## src/rtl/fp16_norm_round_if.sv

```systemverilog
// Handshake and data bundle between the FP16 adder, the normalise/round stage
// and its downstream consumer.
interface fp16_norm_round_if #(
  parameter int EXP_W  = 5,
  parameter int FRAC_W = 10
);
  logic                  in_valid;
  logic                  in_ready;
  logic [EXP_W-1:0]      in_exp;
  logic [FRAC_W+3:0]     in_sig;
  logic                  in_sticky;
  logic                  out_valid;
  logic                  out_ready;
  logic [EXP_W+FRAC_W:0] out_data;
  logic                  out_ovf;
  logic                  out_zero;

  modport master (
    output in_valid, in_exp, in_sig, in_sticky, out_ready,
    input  in_ready, out_valid, out_data, out_ovf, out_zero
  );

  modport slave (
    input  in_valid, in_exp, in_sig, in_sticky, out_ready,
    output in_ready, out_valid, out_data, out_ovf, out_zero
  );
endinterface

```

## src/rtl/fp16_norm_round.sv

```systemverilog
// Normalise-and-round stage for the positive FP16 adder: shifts the raw
// significand into normal form, rounds to nearest-even and packs the result.
module fp16_norm_round #(
  parameter int EXP_W   = 5,
  parameter int FRAC_W  = 10,
  parameter int MAX_EXP = 31
) (
  input  logic                clk,
  input  logic                rst_n,
  fp16_norm_round_if.slave    bus
);
  localparam int SIG_W = FRAC_W + 4;
  localparam int E_W   = EXP_W + 1;
  localparam int W_W   = EXP_W + FRAC_W + 1;

  typedef enum logic [1:0] {IDLE, NORM, ROUND, DONE} state_t;

  state_t           state_q, state_d;
  logic [SIG_W-1:0] sig_q, sig_d;
  logic [E_W-1:0]   e_q, e_d;
  logic             sticky_q, sticky_d;
  logic             ovf_pend_q, ovf_pend_d;
  logic [W_W-1:0]   out_data_q, out_data_d;
  logic             out_ovf_q, out_ovf_d;
  logic             out_zero_q, out_zero_d;

  logic             round_up;
  logic [SIG_W-1:0] sig_rnd;
  logic [E_W-1:0]   e_rnd;
  logic [EXP_W-1:0] exp_field;
  logic [W_W-1:0]   res;

  always_ff @(posedge clk or negedge rst_n) begin
    if (!rst_n) begin
      state_q    <= IDLE;
      sig_q      <= '0;
      e_q        <= '0;
      sticky_q   <= 1'b0;
      ovf_pend_q <= 1'b0;
      out_data_q <= '0;
      out_ovf_q  <= 1'b0;
      out_zero_q <= 1'b0;
    end else begin
      state_q    <= state_d;
      sig_q      <= sig_d;
      e_q        <= e_d;
      sticky_q   <= sticky_d;
      ovf_pend_q <= ovf_pend_d;
      out_data_q <= out_data_d;
      out_ovf_q  <= out_ovf_d;
      out_zero_q <= out_zero_d;
    end
  end

  always_comb begin
    state_d    = state_q;
    sig_d      = sig_q;
    e_d        = e_q;
    sticky_d   = sticky_q;
    ovf_pend_d = ovf_pend_q;
    out_data_d = out_data_q;
    out_ovf_d  = out_ovf_q;
    out_zero_d = out_zero_q;
    round_up   = 1'b0;
    sig_rnd    = sig_q;
    e_rnd      = e_q;
    exp_field  = '0;
    res        = '0;

    case (state_q)
      IDLE: begin
        if (bus.in_valid) begin
          sig_d      = bus.in_sig;
          sticky_d   = bus.in_sticky;
          // A zero exponent field shares the scale of exponent 1 (subnormal range).
          e_d        = (bus.in_exp == '0) ? E_W'(1) : {1'b0, bus.in_exp};
          ovf_pend_d = (bus.in_exp == EXP_W'(MAX_EXP));
          state_d    = NORM;
        end
      end

      NORM: begin
        if (sig_q[SIG_W-1]) begin
          sig_d    = sig_q >> 1;
          sticky_d = sticky_q | sig_q[0];
          e_d      = e_q + 1'b1;
          state_d  = ROUND;
        end else if (sig_q[SIG_W-2] || (e_q == E_W'(1)) || (sig_q == '0)) begin
          state_d = ROUND;
        end else begin
          sig_d = sig_q << 1;
          e_d   = e_q - 1'b1;
        end
      end

      ROUND: begin
        round_up = sig_q[1] & (sig_q[0] | sticky_q | sig_q[2]);
        sig_rnd  = sig_q + (round_up ? SIG_W'(4) : SIG_W'(0));
        if (sig_rnd[SIG_W-1]) begin
          sig_rnd = sig_rnd >> 1;
          e_rnd   = e_q + 1'b1;
        end
        // Hidden bit decides normal vs subnormal, including a subnormal rounded up.
        exp_field = sig_rnd[SIG_W-2] ? e_rnd[EXP_W-1:0] : '0;
        if ((e_rnd >= E_W'(MAX_EXP)) || ovf_pend_q) begin
          res       = {1'b0, {EXP_W{1'b1}}, {FRAC_W{1'b0}}};
          out_ovf_d = 1'b1;
        end else begin
          res       = {1'b0, exp_field, sig_rnd[SIG_W-3:2]};
          out_ovf_d = 1'b0;
        end
        sig_d      = sig_rnd;
        e_d        = e_rnd;
        out_data_d = res;
        out_zero_d = (res == '0);
        state_d    = DONE;
      end

      DONE: begin
        if (bus.out_ready) state_d = IDLE;
      end

      default: state_d = IDLE;
    endcase
  end

  assign bus.in_ready  = (state_q == IDLE);
  assign bus.out_valid = (state_q == DONE);
  assign bus.out_data  = out_data_q;
  assign bus.out_ovf   = out_ovf_q;
  assign bus.out_zero  = out_zero_q;
endmodule

```

## src/flat_wrapper.sv

```systemverilog
// flat-port wrapper written by rule: the top's interface ports become plain ports
module fp16_norm_round_flat 
#(
  parameter int EXP_W   = 5,
  parameter int FRAC_W  = 10,
  parameter int MAX_EXP = 31
)
  (clk, rst_n, bus_in_valid, bus_in_exp, bus_in_sig, bus_in_sticky, bus_out_ready, bus_in_ready, bus_out_valid, bus_out_data, bus_out_ovf, bus_out_zero);
  fp16_norm_round_if #(.EXP_W(EXP_W), .FRAC_W(FRAC_W)) bus_i ();
  input  logic clk;
  input  logic rst_n;
  input wire logic [$bits(bus_i.in_valid)-1:0] bus_in_valid;
  input wire logic [$bits(bus_i.in_exp)-1:0] bus_in_exp;
  input wire logic [$bits(bus_i.in_sig)-1:0] bus_in_sig;
  input wire logic [$bits(bus_i.in_sticky)-1:0] bus_in_sticky;
  input wire logic [$bits(bus_i.out_ready)-1:0] bus_out_ready;
  output wire logic [$bits(bus_i.in_ready)-1:0] bus_in_ready;
  output wire logic [$bits(bus_i.out_valid)-1:0] bus_out_valid;
  output wire logic [$bits(bus_i.out_data)-1:0] bus_out_data;
  output wire logic [$bits(bus_i.out_ovf)-1:0] bus_out_ovf;
  output wire logic [$bits(bus_i.out_zero)-1:0] bus_out_zero;
  assign bus_i.in_valid = bus_in_valid;
  assign bus_i.in_exp = bus_in_exp;
  assign bus_i.in_sig = bus_in_sig;
  assign bus_i.in_sticky = bus_in_sticky;
  assign bus_i.out_ready = bus_out_ready;
  assign bus_in_ready = bus_i.in_ready;
  assign bus_out_valid = bus_i.out_valid;
  assign bus_out_data = bus_i.out_data;
  assign bus_out_ovf = bus_i.out_ovf;
  assign bus_out_zero = bus_i.out_zero;
  fp16_norm_round #(.EXP_W(EXP_W), .FRAC_W(FRAC_W), .MAX_EXP(MAX_EXP)) u_core (.clk(clk), .rst_n(rst_n), .bus(bus_i));
endmodule
```

## config.mk

```make
export PLATFORM = sky130hd
export DESIGN_NAME = fp16_norm_round_flat
export DESIGN_NICKNAME = d
export VERILOG_FILES = /design/src/rtl/fp16_norm_round_if.sv /design/src/rtl/fp16_norm_round.sv /design/src/flat_wrapper.sv
export SDC_FILE = /design/constraint.sdc
export NUM_CORES = 1
export LEC_CHECK = 0
export ABC_AREA = 1
export BUFFER_PORTS_ARGS = -buffer_cell sky130_fd_sc_hd__buf_4
export CORE_MARGIN = 2
export CORE_UTILIZATION = 58
export CTS_CLUSTER_DIAMETER = 40
export CTS_CLUSTER_SIZE = 24
export DETAILED_ROUTE_END_ITERATION = 6
export GPL_ROUTABILITY_DRIVEN = 0
export PLACE_DENSITY_LB_ADDON = 0.12
export RECOVER_POWER = 100
export SYNTH_ARGS = -nofsm -noshare
export SYNTH_HDL_FRONTEND = slang
export SYNTH_SLANG_ARGS = --single-unit
```

## constraint.sdc

```tcl
create_clock -name clk -period 2.2 [get_ports clk]
set_clock_uncertainty 0.1 [all_clocks]
set_input_delay 0.22 -clock clk [delete_from_list [all_inputs] [get_ports clk]]
set_output_delay 0.22 -clock clk [all_outputs]
set_load 0.05 [all_outputs]
```

==> qor.txt, run 1 <==
Worst path max stage delay -> 410 ps
Top-count cell post-synth -> nand2_1
Most frequent CP cell -> nand2_1
Max frequency -> 461.6 MHz
Comb pwr share -> 0.721
Layout area overhead -> 23.90%
Fin nets -> 565
Sw Pwr -> 3.950 mW
Final wirelength -> 9.563 mm
Dpl hpwl -> 6.585 mm
Reg-to-Reg End -> u_core.sig_q[9]$_DFFE_PN0P_
Tcrit/Tclk final -> 0.9847
Die area -> 5935 um2
Max Cap Violations -> 0
Final hold viol count -> 0
Clk slew on worst S/H paths -> 90 ps
Cell depth of the worst flop-to-flop path -> 14
Post-synth top cells -> nand2_1, nor2_1, dfrtp_1, inv_1, nand3_1
Root buffer cell -> clkbuf_8
Final worst setup slack -> 33.65 ps
Slew headroom -> 0.2885
Syn Area/Cell -> 6.669 um2
Fill cells -> 443
Via count of the first global-routing pass -> 3364
Leak Pwr -> 1.924 nW
TritonCTS clock tree -> done
Layout cells sized above 1 -> 0.1876
Seq cells post-synth -> 41
Worst hold stages -> 3
Clk pwr share -> 0.086
DP Worst Slack -> -184.8 ps
Core ar. -> 5140 um2
Synth Instances -> 464
Die X -> 77.04 um
I/O pin count -> 44
GR Util All Layers -> 0.3245
Worst path slowest cell -> dfrtp_1
Largest area contributor in the netlist -> dfrtp_1
# diodes -> 0
Num CTS Buffers -> 5
First-pass GRT wire length -> 15.51 mm
Longest Clk Path Bufs -> 2
Synth top area cells -> dfrtp_1, nand2_1, nor2_1
Row count -> 26
Critical Path RT -> 2280 ps
Avg WL per Cell -> 15.86 um
Post-synthesis cell area -> 3094 um2
Worst hold start -> bus_in_exp[2]
Pint -> 3.192 mW
Data arrival time of the worst path -> 2250 ps
Crit path time final -> 2166 ps
Syn Nets -> 496
CP Capture Type -> flip-flop
Slew Limit Fails -> 0
Post-synth EDFFs -> 0
CP Launch Type -> flip-flop
Via Count -> 3528
Async S/R FF share, synth -> 1.000
Outcome -> finished clean
Net Sw Frac -> 0.5531
Die Y -> 77.04 um
CP Max Fanout -> 5
Pin count of the biggest net entering global routing -> 42
Via density -> 5.851
Hold Path Sink -> u_core.e_q[2]$_DFFE_PN0P_
Worst-path cell chain -> nand2_4, inv_4, ha_4, inv_1, nor2_4, nand2_1, nand2_2, nand2_1, nand3_1, nand2_1, nand2_1, o21ai_0, nor2_1, o22ai_1
DRC Markers -> 0
Htree depth -> 2
Initial antenna violation count -> 0
Initial Util -> 0.6020
Hold crit path type -> input pin to flip-flop
# setup viols final -> 0
Yosys cell types -> 41
Top_reg_cell synth -> dfrtp_1
R2R Path Start -> u_core.sig_q[1]$_DFFE_PN0P_
Yosys warnings -> 0
Clock tree sinks -> 41
Worst hold margin -> 69.55 ps
First drt pass iteration count -> 7
Peak supply drop -> 0.001233 V
Sequential power share -> 0.193
CP Class -> flip-flop to flip-flop
R2R setup slack -> 30 ps
Initial DRC count -> 463
GRT overflow -> 0
Worst-margin pin slew -> 1067 ps
Synth top area share -> 0.3316
Final ANT Viol Nets -> 0
Sequential element share of the synthesized area -> 0.3316
Clk Latency, worst-skew pair -> 300 ps
Pwr/cell area -> 1863 nW/um2
I/O Buffers -> 42
[flip-flops by register name, indices dropped and copies added (netlist names)]
signal,flops
u_core.ovf_pend_q,1
u_core.bus.out_ovf,1
u_core.bus.out_zero,1
u_core.sig_q,14
u_core.state_q,2
u_core.sticky_q,1
u_core.bus.out_data,15
u_core.e_q,6
[stage by stage]
stage          cell area (um2)  cells  TNS, ps  total power, mW    util
4_1_cts                   3766    594        0            6.899  0.7327
2_1_floorplan             3094    464        0            4.762       -
5_1_grt                   3834    603   -207.2            7.708  0.7459
3_5_place_dp              3635    586   -249.4            6.250  0.7072
3_3_place_gp              3635    586   -109.0            6.127  0.7072
6_report                  3834    603        0            7.142  0.7459
[power by group through the flow]
stage,Combinational (mW),Sequential (mW),Clock [mW]
after floorplan,2.96,1.80,0
final,5.15,1.38,0.615
after detailed placement,4.88,1.37,0
after CTS,4.92,1.36,0.617
after global placement,4.77,1.36,0
after global routing,5.64,1.43,0.640
[worst max path at each step]
stage / from / endpoint / cells past startpoint
after detailed placement: u_core.sig_q[1]$_DFFE_PN0P_ / u_core.bus.out_zero$_DFFE_PN0P_ / 12
after global routing: u_core.sig_q[2]$_DFFE_PN0P_ / u_core.sig_q[9]$_DFFE_PN0P_ / 13
after CTS: u_core.sig_q[1]$_DFFE_PN0P_ / u_core.bus.out_zero$_DFFE_PN0P_ / 12
after global placement: u_core.sig_q[1]$_DFFE_PN0P_ / u_core.bus.out_zero$_DFFE_PN0P_ / 12
final: u_core.sig_q[1]$_DFFE_PN0P_ / u_core.sig_q[9]$_DFFE_PN0P_ / 14
after floorplan: u_core.state_q[0]$_DFFE_PN0P_ / u_core.e_q[3]$_DFFE_PN0P_ / 10
[placed cells by master (no fill, tap or decap), types with 5 or more instances in the layout]
cell      instances
nand2_1         155
xor2_1            8
inv_1            31
a22oi_1           7
clkbuf_8          5
buf_4            54
clkbuf_1         19
nand4_1           5
o21ai_1           6
o21ai_0          31
nor2_1           49
a21oi_1          15
dfrtp_1          39
nand2_2           8
o22ai_1           6
nand3_1          33
ha_1              7
[metal layers]
metal	vias up	global-route usage	wire length (um)
met5	-	0	0
met1	1610	0.3844	3685
met2	211	0.5702	4675
li1	1652	-	-
met3	55	0.05882	775
met4	0	0.1500	427
[repair_timing]
action                                  in CTS  in global routing
hold endpoints to repair                    41                  0
endpoints found under the setup margin       5                 30
cloned                                       0                  1
setup buffers                                0                  8
gates resized for setup                      4                 19
pin swaps                                    0                  6
hold buffers                                 1                  0
[kinds of logic (layout without fill, tap and decap cells)]
family	Yosys count	count (layout)	share of synthesized area
simple gates	272	273	0.3850
compound gates	77	77	0.1440
buf+inv	55	123	0.07723
flops	41	41	0.3316
xor+xnor	9	9	0.02548
fa+ha+maj	8	8	0.03235
other cells	1	1	0.001212
mux	1	1	0.003235
[area by class of cell]
class / count / area [um2] / share of cell area
clock buffer: 5 / 68.82 / 0.01795
clock inverter: 2 / 35.03 / 0.009138
multi-input combinational: 369 / 1909 / 0.4980
tap: 70 / 87.58 / 0.02285
inverter: 37 / 147.6 / 0.03851
sequential: 41 / 1028 / 0.2683
timing repair buffer: 79 / 556.8 / 0.1452
[critical path: cells and delay by family, from the launching register on]
kind | cells | cell delay [ps]
and+or+nand+nor | 9 | 1000
AOI/OAI and AO/OA | 2 | 240
DFF | 1 | 410
buffers and inverters | 2 | 140
adders and majority gates | 1 | 150
Power figures use the tool's default switching activity.
==> run 2: changes to the inputs <==
--- a/config.mk
+++ b/config.mk
@@ -6,12 +6,12 @@
 export NUM_CORES = 1
 export LEC_CHECK = 0
 export ABC_AREA = 1
-export BUFFER_PORTS_ARGS = -buffer_cell sky130_fd_sc_hd__buf_4
 export CORE_MARGIN = 2
-export CORE_UTILIZATION = 58
+export CORE_UTILIZATION = 64
 export CTS_CLUSTER_DIAMETER = 40
 export CTS_CLUSTER_SIZE = 24
 export DETAILED_ROUTE_END_ITERATION = 6
+export DONT_BUFFER_PORTS = 1
 export GPL_ROUTABILITY_DRIVEN = 0
 export PLACE_DENSITY_LB_ADDON = 0.12
 export RECOVER_POWER = 100
==> qor.txt, run 2 (synthesis gave the netlist of run 1 again) <==
Worst setup path start -> u_core.sig_q[3]$_DFFE_PN0P_
Initial DRC count -> 446 (-3.7%)
CP Launch Type -> flip-flop
GR Util All Layers -> 0.3373 (+0.01270)
Worst path max stage delay -> 440 ps (+30 ps)
Final hold viol count -> 0 (unchanged)
CP top delay family -> simple AND/OR/NAND/NOR gates
First drt pass iteration count -> 5 (-2)
Clk Latency, worst-skew pair -> 300 ps (about the same)
Initial Util -> 0.6595 (+0.05747)
WP buf/inv -> 1 (-1)
Crit path capture -> u_core.bus.out_data[9]$_DFFE_PN0P_
TritonCTS clock tree -> done
First-pass GRT wire length -> 14.06 mm (-9.4%)
Pin count of the biggest net entering global routing -> 42 (unchanged)
Core ar. -> 4692 um2 (-8.7%)
Multi-input gate area -> 1874 um2 (-1.8%)
Layout cells sized above 1 -> 0.1551 (-0.03255)
Die area -> 5407 um2 (-8.9%)
Htree depth -> 2 (unchanged)
Longest Clk Path Bufs -> 2 (unchanged)
Critical Path Stages -> 14 (unchanged)
Worst-margin pin slew -> 1056 ps (-11.58 ps)
Max Cap Violations -> 0 (unchanged)
DRC Markers -> 0 (unchanged)
Critical Path RT -> 2300 ps (+20 ps)
Finished Layout Cells -> 557 (-7.6%)
Max reg flops -> 15 (unchanged)
Inst Count DP -> 527 (-10%)
Tcrit/Tclk final -> 0.9596 (-0.02513)
Data arrival time of the worst path -> 2210 ps (-40 ps)
Dpl hpwl -> 6.147 mm (-6.7%)
Final ANT Viol Nets -> 0 (unchanged)
Via Count -> 3332 (-5.6%)
Unrepaired setup endpoints after global routing -> true
Avg WL per Cell -> 16.13 um (+1.7%)
# setup viols final -> 0 (unchanged)
CP Max Fanout -> 10 (+5)
Slew headroom -> 0.2962 (+0.007720)
Via count of the first global-routing pass -> 3041 (-9.6%)
Met1 Use GR -> 0.4256 (+0.04116)
Num CTS Buffers -> 5 (unchanged)
Fin nets -> 534 (-5.5%)
Cell depth of the worst flop-to-flop path -> 14 (unchanged)
Crit path time final -> 2111 ps (-55.28 ps)
Slew Limit Fails -> 0 (unchanged)
GR peak layer -> met2
Row count -> 25 (-3.8%)
Via density -> 5.982 (+2.2%)
Die X -> 73.53 um (-4.6%)
Fill cells -> 362 (-18%)
Clock tree sinks -> 41 (unchanged)
I/O Buffers -> 0 (-100%)
CP Capture Type -> flip-flop
Layout area overhead -> 17.39%
CP Class -> flip-flop to flip-flop
Final wirelength -> 8.984 mm (-6.1%)
Worst path slowest cell -> dfrtp_2
Global-route met3 utilization -> 0.05487 (-0.003954)
Commonest non-fill, non-tap cell in the layout -> nand2_1
I/O pin count -> 44 (unchanged)
Max frequency -> 473.7 MHz (+2.6%)
R2R Path Start -> u_core.sig_q[3]$_DFFE_PN0P_
Die Y -> 73.53 um (-4.6%)
Outcome -> finished clean
Worst-path cell chain -> nand2_2, nor2_8, nand4_4, nand2_8, nand2_1, nand2_2, nand2_1, nor2_1, nand2_1, nand2_2, buf_6, nor2_2, nand2_1, nand2_1
GRT overflow -> 0 (unchanged)
Root buffer cell -> clkbuf_8
Leading cell types in the layout, fill and taps excluded -> nand2_1, nor2_1, dfrtp_1
Initial antenna violation count -> 0 (unchanged)
# diodes -> 0 (unchanged)
Clk slew on worst S/H paths -> 80 ps (about the same)
Reg-to-Reg End -> u_core.bus.out_data[9]$_DFFE_PN0P_
Met2 Use GR -> 0.5635 (-0.006683)
R2R setup slack -> 90 ps (+60 ps)
Most frequent CP cell -> nand2_1
Reg area -> 1028 um2 (unchanged)
Hold crit path type -> input pin to flip-flop
==> run 2: layer usage <==
layer,vias to the layer above,part of all wire
met1,1518,0.39
met4,0,0.029
li1,1597,-
met2,188,0.49
met3,29,0.086
met5,-,0
==> run 2: final cells by class <==
type	count	share of cell area
well taps	54	0.01860
inverters	37	0.04065
repair buffers	48	0.1095
multi-input cells	369	0.5160
clock buffers	7	0.02377
clock inverters	1	0.008267
flip-flops and latches	41	0.2832
==> run 2: worst register-to-register path, cell delays in order (launching register included) <==
cell and delay, ps:
dfrtp_2 440, nand2_2 130, nor2_8 180, nand4_4 210, nand2_8 160, nand2_1 70
nand2_2 100, nand2_1 60, nor2_1 110, nand2_1 90, nand2_2 80, buf_6 140
nor2_2 40, nand2_1 50, nand2_1 50
==> run 2: timing repair <==
action | CTS | global route
gates resized for setup | 1 | 18
buffers inserted | 0 | 13
setup endpoints to repair | 12 | 31
pin swaps | 0 | 5
cloned | 0 | 1
endpoints found under the hold margin | 45 | 0
hold buffers | 8 | 0
==> run 2: worst min path at each step <==
stage,end,start,slack (ps),cells past startpoint
floorplan,u_core.bus.out_data[0]$_DFFE_PN0P_,rst_n,-180,0
global placement,u_core.sig_q[8]$_DFFE_PN0P_,rst_n,-170,0
detailed placement,u_core.sig_q[7]$_DFFE_PN0P_,rst_n,-170,0
CTS,u_core.e_q[1]$_DFFE_PN0P_,bus_in_exp[1],20,2
global route,u_core.e_q[1]$_DFFE_PN0P_,bus_in_exp[1],40,2
finish,u_core.e_q[1]$_DFFE_PN0P_,bus_in_exp[1],20,2
==> run 2: stage by stage <==
step	setup slack, ps	hold WS, ps	TNS (ps)	utilization	cell area [um2]
after floorplan	95.95	-175.6	0	-	3094
after global placement	8.591	-174.5	0	0.6989	3279
after detailed placement	-49.25	-174.4	-237.5	0.6989	3279
after CTS	2.352	15.96	0	0.7435	3488
after global routing	-57.12	36.61	-375.0	0.7741	3632
final	88.94	20.67	0	0.7741	3632
Power of run 2 is left out: the tool's default activity adds up to more than one toggle a clock period on the data nets, which glitch-free logic cannot reach.
